File: config.mk
export PLATFORM = sky130hd
export DESIGN_NAME = logic_unit
export DESIGN_NICKNAME = d
export VERILOG_FILES = /design/src/rtl/logic_pkg.sv /design/src/rtl/logic_unit_gate_vec.sv /design/src/rtl/logic_unit.sv
export SDC_FILE = /design/constraint.sdc
export NUM_CORES = 1
export LEC_CHECK = 0
export CORE_MARGIN = 1.5
export CORE_UTILIZATION = 40
export DETAILED_ROUTE_END_ITERATION = 6
export PLACE_DENSITY_LB_ADDON = 0.12
export SLEW_MARGIN = 0
export SYNTH_ARGS = -nofsm -noshare
export SYNTH_HDL_FRONTEND = slang
export SYNTH_HIERARCHICAL = 1
export SYNTH_SLANG_ARGS = --single-unit
File: constraint.sdc
create_clock -name clk -period 2.2 [get_ports clk]
set_clock_uncertainty 0.1 [all_clocks]
set_input_delay 0.33 -clock clk [delete_from_list [all_inputs] [get_ports clk]]
set_output_delay 0.33 -clock clk [all_outputs]
set_load 0.02 [all_outputs]
File: src/rtl/logic_pkg.sv
// Shared types and the per-bit gate function for the bitwise logic unit.
package logic_pkg;

  typedef enum logic [2:0] {
    OP_NOT  = 3'd0,
    OP_AND  = 3'd1,
    OP_OR   = 3'd2,
    OP_NOR  = 3'd3,
    OP_NAND = 3'd4,
    OP_XOR  = 3'd5,
    OP_XNOR = 3'd6,
    OP_PASS = 3'd7
  } op_e;

  typedef enum logic {
    ST_IDLE  = 1'b0,
    ST_ACCUM = 1'b1
  } state_e;

  // Evaluated one bit lane at a time; vector users replicate it across WIDTH.
  function automatic logic gate_fn(op_e op, logic x, logic y);
    case (op)
      OP_NOT:  gate_fn = ~x;
      OP_AND:  gate_fn = x & y;
      OP_OR:   gate_fn = x | y;
      OP_NOR:  gate_fn = ~(x | y);
      OP_NAND: gate_fn = ~(x & y);
      OP_XOR:  gate_fn = x ^ y;
      OP_XNOR: gate_fn = ~(x ^ y);
      default: gate_fn = x;
    endcase
  endfunction

endpackage

File: src/rtl/logic_unit_gate_vec.sv
// Combinational WIDTH-bit gate: gate_fn applied independently to every bit lane.
module logic_gate_vec
  import logic_pkg::*;
#(
  parameter int WIDTH = 8
) (
  input  logic [2:0]       i_op,
  input  logic [WIDTH-1:0] i_x,
  input  logic [WIDTH-1:0] i_y,
  output logic [WIDTH-1:0] o_z
);

  op_e w_op;
  assign w_op = op_e'(i_op);

  for (genvar i = 0; i < WIDTH; i++) begin : g_lane
    assign o_z[i] = gate_fn(w_op, i_x[i], i_y[i]);
  end

endmodule

File: src/rtl/logic_unit.sv
// Registered bitwise logic unit with valid/ready handshake and a burst
// accumulate mode that folds several beats into one result.
module logic_unit
  import logic_pkg::*;
#(
  parameter int WIDTH = 8,
  parameter int CNT_W = 4
) (
  input  logic             clk,
  input  logic             rst_n,
  input  logic             in_valid,
  output logic             in_ready,
  input  logic [2:0]       in_op,
  input  logic [WIDTH-1:0] in_a,
  input  logic [WIDTH-1:0] in_b,
  input  logic             in_accum,
  input  logic             in_last,
  output logic             out_valid,
  input  logic             out_ready,
  output logic [WIDTH-1:0] out_data,
  output logic [CNT_W-1:0] out_beats
);

  state_e           r_state, w_state_nxt;
  logic [WIDTH-1:0] r_acc, w_acc_nxt;
  logic [CNT_W-1:0] r_cnt, w_cnt_nxt, w_cnt_inc;
  op_e              r_burst_op, w_burst_op_nxt;
  logic             r_out_valid;
  logic [WIDTH-1:0] r_out_data, w_load_data;
  logic [CNT_W-1:0] r_out_beats, w_load_beats;
  logic             w_fire, w_load;
  logic [WIDTH-1:0] w_ab, w_accb;

  assign in_ready  = !r_out_valid || out_ready;
  assign w_fire    = in_valid && in_ready;
  assign out_valid = r_out_valid;
  assign out_data  = r_out_data;
  assign out_beats = r_out_beats;

  // Beat count only reports; saturation never stops the data fold.
  assign w_cnt_inc = (r_cnt == {CNT_W{1'b1}}) ? r_cnt : r_cnt + CNT_W'(1);

  logic_gate_vec #(.WIDTH(WIDTH)) u_gate_ab (
    .i_op (in_op),
    .i_x  (in_a),
    .i_y  (in_b),
    .o_z  (w_ab)
  );

  logic_gate_vec #(.WIDTH(WIDTH)) u_gate_acc (
    .i_op (r_burst_op),
    .i_x  (r_acc),
    .i_y  (in_b),
    .o_z  (w_accb)
  );

  always_comb begin
    w_state_nxt    = r_state;
    w_acc_nxt      = r_acc;
    w_cnt_nxt      = r_cnt;
    w_burst_op_nxt = r_burst_op;
    w_load         = 1'b0;
    w_load_data    = w_ab;
    w_load_beats   = CNT_W'(1);
    if (w_fire) begin
      case (r_state)
        ST_IDLE: begin
          if (in_accum && !in_last) begin
            w_acc_nxt      = w_ab;
            w_burst_op_nxt = op_e'(in_op);
            w_cnt_nxt      = CNT_W'(1);
            w_state_nxt    = ST_ACCUM;
          end else begin
            w_load = 1'b1;
          end
        end
        ST_ACCUM: begin
          if (in_last) begin
            w_load       = 1'b1;
            w_load_data  = w_accb;
            w_load_beats = w_cnt_inc;
            w_state_nxt  = ST_IDLE;
          end else begin
            w_acc_nxt = w_accb;
            w_cnt_nxt = w_cnt_inc;
          end
        end
        default: w_state_nxt = ST_IDLE;
      endcase
    end
  end

  always_ff @(posedge clk or negedge rst_n) begin
    if (!rst_n) begin
      r_state    <= ST_IDLE;
      r_acc      <= '0;
      r_cnt      <= '0;
      r_burst_op <= OP_NOT;
    end else begin
      r_state    <= w_state_nxt;
      r_acc      <= w_acc_nxt;
      r_cnt      <= w_cnt_nxt;
      r_burst_op <= w_burst_op_nxt;
    end
  end

  // A new result wins over the drain, so a same-cycle handshake keeps valid high.
  always_ff @(posedge clk or negedge rst_n) begin
    if (!rst_n) begin
      r_out_valid <= 1'b0;
      r_out_data  <= '0;
      r_out_beats <= '0;
    end else if (w_load) begin
      r_out_valid <= 1'b1;
      r_out_data  <= w_load_data;
      r_out_beats <= w_load_beats;
    end else if (out_ready) begin
      r_out_valid <= 1'b0;
    end
  end

endmodule

---- Yosys cells after proc, flatten, opt, wreduce, memory -nomap -nowiden ----
Index checks and enable logic that the tools add are counted.
word-level totals
  memories kept ........................... 0
  bits in latches ......................... 0
  output and inout bits ................... 14
  memory bits (writable) .................. 0
  memory bits (read-only) ................. 0
  input bits .............................. 25
  register bits ........................... 29
  logic and storage cells ................. 184
cells by class
  order comparisons ....................... 0
  reduce and logical (&&, ||, !) cells .... 10
  divide/modulo/power cells ............... 0
  bitwise logic cells ..................... 113
  equal/unequal tests ..................... 15
  multipliers ............................. 0
  shift operators ......................... 0
  muxes and demuxes ....................... 38
  add/sub/neg operators ................... 1
operators with widths
  cell                                                  count
  case mux 1 bit (7 select lines)                       16
  inverter 1 bit                                        65
  two-way mux 8 bit                                     5
  two-way mux 4 bit                                     6
  equality test 3 bit (second input constant)           6
  bitwise AND 1 bit                                     16
  bitwise OR 1 bit                                      16
  case mux 8 bit (2 select lines)                       1
  bitwise XOR 1 bit                                     16
  equality test 3 x 2 -> 1 bit (second input constant)  4
  case mux 4 bit (2 select lines)                       1
  two-way mux 1 bit                                     7
  equality test 3 x 1 -> 1 bit (second input constant)  2
  zero test 3 bit                                       2
  AND reduction 3 bit                                   2
  adder 4 x 1 -> 4 bit (second input constant)          1
  equality test 4 bit (second input constant)           1
  != test 2 bit (second input constant)                 2
  case mux 1 bit (2 select lines)                       2
  logical AND 1 bit                                     2
  zero test 1 bit                                       2
  nonzero test 2 bit                                    1
  logical OR 1 bit                                      1

---- Depth between registers and ports, before layout ----
Gate-level depths: netlist (run 1).
  depth in word-level cells ............... 6
  gate-level depth with buffers ........... 9
  depth with buffers taken out ............ 8

---- Hierarchy ----
The synthesis (run 1) kept the hierarchy.
modules (own cells, without submodules)
  module                       area an instance (um^2)  instances  cells an instance  seq. area each (um^2)
  logic_unit                   1490.2                   1          125                725.7
  logic_gate_vec (u_gate_ab)   868.3                    1          111                0.0
  logic_gate_vec (u_gate_acc)  839.6                    1          97                 0.0

---- Worst setup path after synthesis (run 1) ----
Ideal clock, no wire load.
  path type ............................... register to register
  start point ............................. register r_acc[2]
  end point ............................... register r_acc[2]
  clock period less this slack ............ 2.145 ns
  setup time .............................. 0.125 ns
  stages on the path, launching flop included .. 7
  data required time ...................... 1.975 ns
  buffers on the path ..................... 0
  arrival ................................. 1.920 ns
  setup slack ............................. 0.055 ns
  cells stage by stage .................... dfrtp_1 > inv_1 > ha_1 > mux2_2 > mux4_2 > mux2_2 > mux2_2
between the ends
  longest elaborated chain between the ends .. 5
  elaborated cells on any way between the ends .. 10
  classes of those cells .................. 3 x mux; 7 x bitwise
ends and longest elaborated chain
  what                                       RTL line                                           source
  from (decl)                                logic_unit.sv:25                                   logic [WIDTH-1:0] r_acc, w_acc_nxt;
  from (signal assigned)                     logic_unit.sv:101                                  r_acc <= w_acc_nxt;
  bitwise XOR 1 bit (tied with other cells)  logic_pkg.sv:28, logic_pkg.sv:29
  inverter 1 bit, on equally long branches   logic_pkg.sv:29, logic_pkg.sv:26, logic_pkg.sv:27
  case mux 1 bit (7 select lines) (*)        logic_pkg.sv:22                                    case (op)
  named net w_accb[2]                        logic_unit.sv:32                                   logic [WIDTH-1:0] w_ab, w_accb;
  two-way mux 8 bit (*)                      logic_unit.sv:78                                   if (in_last) begin
  case mux 8 bit (2 select lines) (*)        logic_unit.sv:66                                   case (r_state)
The timed path passes the listed nets; every way through them passes the cells marked *. The select of a mux whose other input is x is not followed.
A chain may end at the register's enable or synchronous reset.

---- Worst setup path after layout (run 1) ----
  start point ............................. register r_acc[4]
  end point ............................... register r_acc[4]
The elaborated chain is that of the path after synthesis.

==> results of run 1 <==
==> through the flow <==
| step | TNS (ns) | cells | hold WS, ns |
|---|---|---|---|
| floorplan | 0 | 333 | -0.0656 |
| finish | 0 | 532 | 0.342 |
| global placement | -5.15 | 516 | 0.377 |
| detailed placement | -5.59 | 516 | 0.372 |
| global route | -0.0332 | 532 | 0.375 |
| CTS | 0 | 525 | 0.353 |
==> registers in the layout, summed over array words and instances (netlist names) <==
signal      flops
out_beats       4
out_data        8
out_valid       1
r_acc           8
r_burst_op      3
r_cnt           4
r_state         1
==> worst max-delay path, stage by stage (launching register included) <==
cell and delay, ns:
dfrtp_1 0.39, buf_4 0.14, ha_2 0.18, mux2_2 0.25, mux4_2 0.46, mux2_2 0.27
mux2_2 0.26
==> final cells by class <==
type | instances | area, µm²
Clock buffer | 6 | 72.6
Tap cell | 102 | 128
Sequential cell | 29 | 726
Fill cell | 720 | 3320
Clock inverter | 2 | 10.0
Inverter | 40 | 150
Timing Repair Buffer | 112 | 1010
Multi-Input combinational cell | 241 | 2320
==> worst max path at each step <==
| stage | start | cells past startpoint | slack (ns) | end |
|---|---|---|---|---|
| finish | r_acc[4] | 6 | 0.04 | r_acc[4] |
| global route | r_acc[4] | 6 | -0.03 | r_acc[4] |
| CTS | r_acc[2] | 6 | 0.004 | r_acc[2] |
| detailed placement | in_b[7] | 7 | -0.51 | r_acc[7] |
| global placement | in_b[7] | 7 | -0.47 | r_acc[7] |
| floorplan | r_acc[2] | 6 | 0.06 | r_acc[2] |
==> per-layer routing <==
metal	up-vias	GRT usage
li1	1431	-
met1	1416	0.262
met2	59	0.324
met3	10	0.0255
met4	0	0.0667
met5	-	0
==> logic make-up after synthesis <==
kind of cell | synth area share
AOI/OAI and AO/OA | 0.214
xor gates and xnor gates | 0.00274
adders and majority gates | 0.129
buffers and inverters | 0.0990
DFF | 0.227
muxes | 0.226
and+or+nand+nor | 0.102
==> power by group <==
group | switching, mW | internal (mW)
sequential | 0.242 | 0.726
combinational | 1.02 | 1.43
clock | 0.209 | 0.219
total | 1.47 | 2.37
==> synth_stat cells, drive strengths merged (2+ instances only) <==
cell / instances
mux2i: 13
a211oi: 2
o2bb2ai: 11
o32a: 2
and3: 3
o21ai: 12
buf: 22
o2111ai: 8
o221a: 2
o211ai: 3
inv: 39
mux4: 10
o21a: 3
nand3: 8
a21oi: 15
nand3b: 2
a22oi: 3
nor2b: 7
nor3: 5
dfrtp: 29
o221ai: 5
ha: 33
mux2: 32
nand2b: 5
o31ai: 2
nor2: 14
and2: 3
a31oi: 14
a22o: 2
nand2: 6
o21bai: 2
==> what timing repair did <==
| action | CTS | global route |
|---|---|---|
| resized for setup | 20 | 31 |
| pin swaps | 10 | 3 |
| setup buffers | 1 | 6 |
| gates cloned | 0 | 1 |
| hold buffers | 0 | 0 |
| setup endpoints to repair | 10 | 14 |
==> metrics.cfg, run 1 <==
[run_status]
status=completed

[clock_network]
cts-root-buf=clkbuf_8
clk_pin_slew_ns=0.07
clkLatencyLatePin_ns=0.28
htree_levels=2
cts_buffers=5
cts_sinks=29
cts_buffer_depth=2
tritoncts=done

[sta]
worst_slew_pin_slew_ns=0.606
fin_crit_ns=2.16
slew_headroom=0.596
hold_viol=0
finalSetupViolCount=0
finalWorstSetupSlack_ns=0.0408
finalCritPeriodShare=0.981
grt_setup_unrepaired=true
drv_slew=0
fmax_mhz=463

[finish]
num_antenna_cells=0
mostFrequentLayoutCells=65 x buf_4, 35 x inv_1, 29 x dfrtp_1
final_common_cell=buf_4
fin_nets=487
stdcell_area_um2=4410
post-route-util=0.571
drive_above_1_share=0.372
area_delta_synth_final_pct=37.9

[critical_path]
r2r_slack_ns=0.04
worstReg2RegStart=r_acc[4]
crit_arrival_ns=2.22
critPathRequiredTime_ns=2.26
cp-end-kind=register
crit_type=register to register
worstReg2RegEnd=r_acc[4]
cp_max_fo=3
start_kind=register
ff2ff_path_depth=6

[synthesis]
synth_edf_count=0
yosysTopAreaCell=dfrtp_1
synth_nets=391
seq_area_frac_synth=0.227
async_flop_share=1.00
yosys.area.top_type_share=0.227
synth_seq_cells=29
ys_types=56
synthCells=333
yosys_warnings=6
syn_avg_cell_area_um2=9.60
ys.flop_type=dfrtp_1
synth.cell_area_um2=3200
synthTopCellsByArea=dfrtp_1 23%, ha_1 13%, mux2_2 11%

[detailed_routing]
drt_iter0_drc=85
routed.top_layer=met4
via_per_inst=5.48
avgRoutedWirePerCell_um=15.5
wl_met3_um=247
postRouteAntennaNets=0
met1Wirelength_um=4100
routed_wl_um=8250
drc=0
drt-pass1-iter-count=4
vias=2916
met2RoutedLength_um=3800

[power]
leakage_nw=2.02
p_total_mw=3.85
irDropWorstVdd_mv=0.504
p_per_area_nw_per_um2=872

[global_route]
grt_max_degree=30
grt_pass1_vias=2878
grt_first_pass_wirelength_um=13600
groute.usage.overall=0.196
antenna_found_initial=0
grt_remaining_overflow=0

[floorplanning]
coreArea_um2=7730
ioPinCount=39
die_width_um=92.4
rows=32
start_util=0.414
die_h_um=92.4
die_area_um2=8540

[place]
dpl_worst_slack_ns=-0.513
dp_hpwl_um=5950
gp_congestion=0.811
place_area_um2=4070
portBuffers=38

[hold_path]
worstHoldPathType=input pin to asynchronous set/reset pin

[run]
drv_cap=0

No activity file was read; power rests on OpenSTA's default activity.
==> run 2, diff against run 1 <==
Settings changed: DONT_BUFFER_PORTS set to 1.
==> metrics.cfg, run 2 (same netlist as run 1, synthesis figures left out) <==
[detailed_routing]
routed_wl_um=7770  ; -5.8%
drt-pass1-iter-count=4  ; unchanged
drt_iter0_drc=85  ; unchanged
postRouteAntennaNets=0  ; unchanged
avgRoutedWirePerCell_um=17.5  ; +13%
drc=0  ; unchanged
vias=2574  ; -12%
via_per_inst=5.78  ; +5.5%

[power]
leakage_nw=1.59  ; -21%
pwr-share-seq=0.302  ; +0.050
internal_power_mw=2.11  ; -11%
p_sw_mw=1.33  ; -10%
irDropWorstVdd_mv=0.402  ; -20%
switching_share=0.386  ; +0.00316
combPwrFrac=0.554  ; -0.083
clkPwrFrac=0.144  ; +0.033
p_per_area_nw_per_um2=962  ; +10%

[floorplanning]
rows=32  ; unchanged
die_area_um2=8540  ; unchanged
die_width_um=92.4  ; unchanged
die_h_um=92.4  ; unchanged
coreArea_um2=7730  ; unchanged
ioPinCount=39  ; unchanged
start_util=0.414  ; unchanged

[global_route]
grt_max_degree=30  ; unchanged
groute.usage.overall=0.189  ; -0.00703
antenna_found_initial=0  ; unchanged
grt_pass1_vias=2532  ; -12%
grt_first_pass_wirelength_um=12800  ; -5.2%
grt_remaining_overflow=0  ; unchanged

[critical_path]
cp-end-kind=register
r2r_slack_ns=0.04  ; about the same
crit_arrival_ns=2.24  ; +0.02 ns
critPathRequiredTime_ns=2.27  ; about the same
cp_max_fo=3  ; unchanged
crit_type=register to register
start_kind=register

[run]
drv_cap=0  ; unchanged

[sta]
fmax_mhz=462  ; -0.16%
worst_slew_pin_slew_ns=0.626  ; +0.0203 ns
hold_viol=0  ; unchanged
finalSetupViolCount=0  ; unchanged
fin_crit_ns=2.16  ; +0.00337 ns
finalWorstSetupSlack_ns=0.0374  ; -0.00337 ns
fin_hold_ws_ns=0.0946  ; -0.248 ns
drv_slew=0  ; unchanged
grt_setup_unrepaired=true
finalCritPeriodShare=0.983  ; +0.00153
slew_headroom=0.581  ; -0.0149

[place]
portBuffers=0  ; -100%
gp_congestion=0.752  ; -7.3%
dp_cells=429  ; -17%
dpl_worst_slack_ns=-0.00630  ; +0.507 ns
dp_hpwl_um=5570  ; -6.5%

[finish]
fin_cells=445  ; -16%
num-fill-cells=744  ; +3.3%
multiInputGateArea_um2=2220  ; -4.1%
final_common_cell=inv_1
mostFrequentLayoutCells=36 x inv_1, 30 x ha_1, 29 x dfrtp_1
drive_above_1_share=0.262  ; -0.110
area_delta_synth_final_pct=11.5
regArea_um2=726  ; unchanged
num_antenna_cells=0  ; unchanged
fin_nets=400  ; -18%

[run_status]
status=completed

[hold_path]
worstHoldPathType=input pin to register

[clock_network]
cts_sinks=29  ; unchanged
cts_buffers=5  ; unchanged
tritoncts=done
cts-root-buf=clkbuf_8
clk_pin_slew_ns=0.07  ; about the same
htree_levels=2  ; unchanged
clkLatencyLatePin_ns=0.29  ; about the same
cts_buffer_depth=2  ; unchanged

run 2: cell count changes in the layout (fill, tap and decap cells not counted), sizes merged:
cell,delta
dlygate4sd2,-9
clkinv,-1
clkdlybuf4s50,-25
buf,-49
dlymetal6s2s,-4
dlygate4sd3,+1
run 2: metal layers:
layer  track usage  share of wire  up-vias
met5             0              0        -
met4        0.0526         0.0098        0
met3        0.0468          0.059        5
met2         0.304           0.46       48
met1         0.250           0.47     1255
li1              -              -     1266
run 2: layout make-up:
cell class | count | area share
clock buffers | 7 | 0.0270
clock inverters | 1 | 0.00140
inverters | 40 | 0.0421
multi-input cells | 241 | 0.623
flip-flops and latches | 29 | 0.203
well taps | 102 | 0.0358
repair buffers | 25 | 0.0673
run 2: power groups by stage:
| stage | Clock [mW] | Combinational, mW | Sequential [mW] |
|---|---|---|---|
| 6_report | 0.494 | 1.90 | 1.04 |
| 5_1_grt | 0.533 | 2.10 | 1.07 |
| 4_1_cts | 0.516 | 1.73 | 1.04 |
| 3_5_place_dp | 0 | 1.70 | 1.04 |
| 3_3_place_gp | 0 | 1.67 | 1.04 |
| 2_1_floorplan | 0 | 1.38 | 0.974 |
run 2: path summary, 6_finish.rpt:
path,start,end,cells past startpoint
min in group asynchronous,rst_n,r_acc[5],2
setup reg to reg,r_acc[2],r_acc[2],6
max in group asynchronous,rst_n,out_data[7],2
hold reg to reg,r_acc[6],r_acc[6],1
hold / removal,in_op[1],r_burst_op[1],1
setup / recovery,r_acc[2],r_acc[2],6
run 2: what timing repair did:
action / in CTS / in global routing
hold endpoints to repair: 29 / 0
buffers inserted: 0 / 6
pin swaps: 1 / 2
resized for setup: 1 / 10
setup endpoints to repair: 1 / 5
hold buffers: 2 / 0
run 2: per-stage QoR:
step                total power [mW]  setup TNS, ns   util  cell area, µm²
floorplan                       2.35              0      -            3200
global placement                2.71              0  0.430            3320
detailed placement              2.74       -0.00630  0.430            3320
CTS                             3.29              0  0.448            3460
global route                    3.70        -0.0120  0.462            3570
finish                          3.43              0  0.462            3570
run 2: worst max-delay path, cell delays in order (launching register included):
cell,delay [ns]
dfrtp_1,0.40
inv_1,0.09
ha_4,0.20
mux2_4,0.25
mux4_2,0.48
mux2_4,0.27
mux2_2,0.26
==> run 3, diff against run 2 <==
Settings changed: ABC_CLOCK_PERIOD_IN_PS set to 2200.
==> results of run 3 <==
The final DEF is identical to that of run 2; final timing and power are the same.
==> RTL edit 1, RTL diff (flow settings as in run 2) <==
Set the parameter `CNT_W` to 6 (it was 4).
--- a/src/rtl/logic_unit.sv
+++ b/src/rtl/logic_unit.sv
@@ -6,3 +6,3 @@
   parameter int WIDTH = 8,
-  parameter int CNT_W = 4
+  parameter int CNT_W = 6
 ) (
Interface: changed (resized out_beats); port bits go from 39 to 41. No check against the original RTL was run, so the function may have changed too.
==> RTL edit 1 against run 2 <==
- area after synthesis up 3.1%
- worst setup slack better by 140 ps
- final area down 2.6%
- power down 8.0%
- sequential share of layout area up 3.4 points
- die area up 3.0%
- clock power up 23%
- sequential cell count up 4
- via count down 2.7%
- critical path depth unchanged
- synthesized cell count up 6.6%
- wire length down 5.0%
==> RTL edit 1: results (changes against run 2) <==
core area 7850 sq um (+1.6%); worst-path fanout max 5 (+2); Peak VDD IR 0.483 mV (+20%); dpl cell area 3330 sq um (+0.11%); routed wl met2 3.43 mm (-4.3%); met3 Use GR 0.0348 (-0.0120); status finished clean; largest net degree at the start of global routing 35 (+17%); sequential share of cell area 0.238 (+0.0342); dpl cells 442 (+3.0%); Seq/Total Area, Yosys 0.250 (+0.0235); Buffers excl. clock 11 (-56%); clk cell area share 0.0335 (+0.00508); Net Sw Power 1.23 mW (-6.9%); Synthesized Nets 413 (+5.6%); Worst EP arrival 2080 ps (-160 ps); number of global-route vias before repair 2,344 (-7.4%); ratio of cells with drive above 1 in the final layout 0.129 (-0.134); Yosys reg bits 33 (+14%); delay of the slowest critical-path stage 460 ps (-20 ps); DR WL met3 307 um (-33%); M1 wire length 3.57 mm (-2.1%); first-pass GRT wire length 11.9 mm (-7.5%); fraction of area in multi-input gates 0.620 (-0.00248); Post-Synth XOR/XNOR Area 0.00266 (-0.0000831); pre-CTS worst setup slack 169 ps (+175 ps); Layout Cells excl Fill 452 (+1.6%); Iter 0 DRT Violations 99 (+16%)
==> RTL edit 1: worst paths after layout <==
check	start	to	slack, ps	cells after the start
setup / recovery	r_acc[4]$_DFFE_PN0P_	out_data[4]$_DFFE_PN0P_	180	6
hold / removal	in_op[1]	r_burst_op[1]$_DFFE_PN0P_	90	1
setup reg to reg	r_acc[4]$_DFFE_PN0P_	out_data[4]$_DFFE_PN0P_	180	6
hold reg to reg	r_acc[1]$_DFFE_PN0P_	r_acc[1]$_DFFE_PN0P_	470	2
max in group asynchronous	rst_n	r_acc[7]$_DFFE_PN0P_	1400	2
min in group asynchronous	rst_n	out_valid$_DFFE_PN0P_	390	2
==> RTL edit 1: repair_timing <==
| action | 4_1_cts | 5_1_grt |
|---|---|---|
| hold buffers | 2 | 0 |
| gates resized for setup | 0 | 0 |
| hold endpoints to repair | 33 | 0 |
==> RTL edit 2, RTL diff (config.mk and constraints of run 2) <==
Without the edit above. Reset style: synchronous (`rst_n`), changed in 2 clocked blocks.
--- a/src/rtl/logic_unit.sv
+++ b/src/rtl/logic_unit.sv
@@ -92,3 +92,3 @@
 
-  always_ff @(posedge clk or negedge rst_n) begin
+  always_ff @(posedge clk) begin
     if (!rst_n) begin
@@ -107,3 +107,3 @@
   // A new result wins over the drain, so a same-cycle handshake keeps valid high.
-  always_ff @(posedge clk or negedge rst_n) begin
+  always_ff @(posedge clk) begin
     if (!rst_n) begin
Formal check against the unedited RTL: differs if rst_n is asserted again (counterexample within 4 cycles, from zero or initial values and one cycle with rst_n low); with rst_n held inactive, the same outputs for 4 cycles.
==> RTL edit 2 against run 2 <==
- worst setup slack improved by 170 ps
- sequential cell count unchanged
- synthesized cell count increased by 6.3%
- first-iteration DRC count unchanged
- via count decreased by 2.2%
- wire length decreased by 10%
- area after synthesis decreased by 3.6%
- final area decreased by 11%
Power is not compared: it rests on default switching activity, and its combinational part moved more than twofold at a synthesized area within 25%.
==> RTL edit 2: results (changes against run 2) <==
Synthesized Nets 412 (+5.4%); ranking of synthesized cells by area dfxtp_1, ha_1, mux2i_1; hpwl dp 5.17 mm (-7.1%); min-delay src rst_n; WL final 6.99 mm (-10%); worst-path fanout max 5 (+2); gr usage total 0.178 (-0.0107); Async S/R FF share, synth 0 (-1.00); hold worst-path end out_beats[0]$_SDFFE_PN0P_; status finished clean; worst hold path depth 2 (+1); Seq/Total Area, Yosys 0.188 (-0.0385); delay of the slowest critical-path stage 460 ps (-20 ps); synth unique cells 60 (+7.1%); Worst-Margin Slew 385 ps (-242 ps); total number of vias 2,517 (-2.2%); Nets 403 (+0.75%); adder-cell share of the synthesized area 0.134 (+0.00487); r2r setup slk 210 ps (+170 ps); smallest hold slack 91.9 ps (-2.70 ps); number of global-route vias before repair 2,389 (-5.6%); list of most frequent post-synthesis cells inv_1, nor2_1, ha_1, dfxtp_1, mux2i_1; ratio of cells with drive above 1 in the final layout 0.157 (-0.106); compound-gate portion of the synthesized area 0.204 (-0.0102); first-pass GRT wire length 12.0 mm (-6.4%); mux cell area share after synthesis 0.201 (-0.0248); Resized Gates After CTS 0 (-1); Post-Synth XOR/XNOR Area 0.00284 (+0.000103)
RTL edit 2: cell count changes in the layout (fill, tap and decap cells not counted), moves of 10 or more:
cell	run 2	this run
nand2_1	6	16
dfxtp_1	0	29
buf_4	20	8
dfrtp_1	29	0
mux2_2	25	12
o2bb2ai_1	11	0
nor2_1	13	35
mux2i_1	13	23
RTL edit 2: where the power goes:
group	total (mW)	switching, mW	leakage [nW]	internal (mW)
Clock	0.447	0.199	0.0443	0.248
Combinational	0.402	0.204	0.982	0.198
Sequential	0.612	0.0551	0.238	0.557
Total	1.46	0.458	1.26	1.00
RTL edit 2: layer usage:
metal | GRT usage | vias to the layer above | wire length [um]
met5 | 0 | - | 0
met4 | 0.0495 | 0 | 87
met3 | 0.0362 | 8 | 276
met2 | 0.300 | 47 | 3320
met1 | 0.229 | 1198 | 3300
li1 | - | 1264 | -
RTL edit 2: worst max path at each step:
stage,cells past startpoint,endpoint,start
floorplan,6,r_acc[2]$_SDFFE_PN0P_,r_acc[2]$_SDFFE_PN0P_
global placement,6,out_data[1]$_SDFFE_PN0P_,r_acc[1]$_SDFFE_PN0P_
detailed placement,6,out_data[1]$_SDFFE_PN0P_,r_acc[1]$_SDFFE_PN0P_
CTS,6,out_data[1]$_SDFFE_PN0P_,r_acc[1]$_SDFFE_PN0P_
global route,6,out_data[1]$_SDFFE_PN0P_,r_acc[1]$_SDFFE_PN0P_
finish,6,r_acc[4]$_SDFFE_PN0P_,r_acc[4]$_SDFFE_PN0P_
RTL edit 2: cell families after synthesis:
group	after synthesis
compound gates	85
xor+xnor	1
flops	29
mux	47
fa+ha+maj	33
buf+inv	64
simple gates	95
RTL edit 2: through the flow:
stage,instance area (sq um),worst slack [ps],cells,power [mW],utilization
3_3_place_gp,3080,249,437,1.02,0.417
4_1_cts,3160,183,444,1.48,0.429
6_report,3160,212,444,1.46,0.429
2_1_floorplan,3080,354,354,0.987,-
3_5_place_dp,3080,170,437,1.03,0.417
5_1_grt,3160,84.8,444,1.56,0.429
RTL edit 2: worst max-delay path, delay by kind of cell, from the launching register on:
kind / cells / cell delay, ps
buf+inv: 1 / 70
compound gates: 1 / 90
flops: 1 / 420
mux: 3 / 870
fa+ha+maj: 1 / 310
RTL edit 2: layout make-up:
| class | instances | share of cell area |
|---|---|---|
| clock buffer | 7 | 0.0273 |
| inverter | 40 | 0.0475 |
| multi-input combinational | 261 | 0.683 |
| sequential | 29 | 0.184 |
| tap | 99 | 0.0392 |
| timing repair buffer | 8 | 0.0190 |
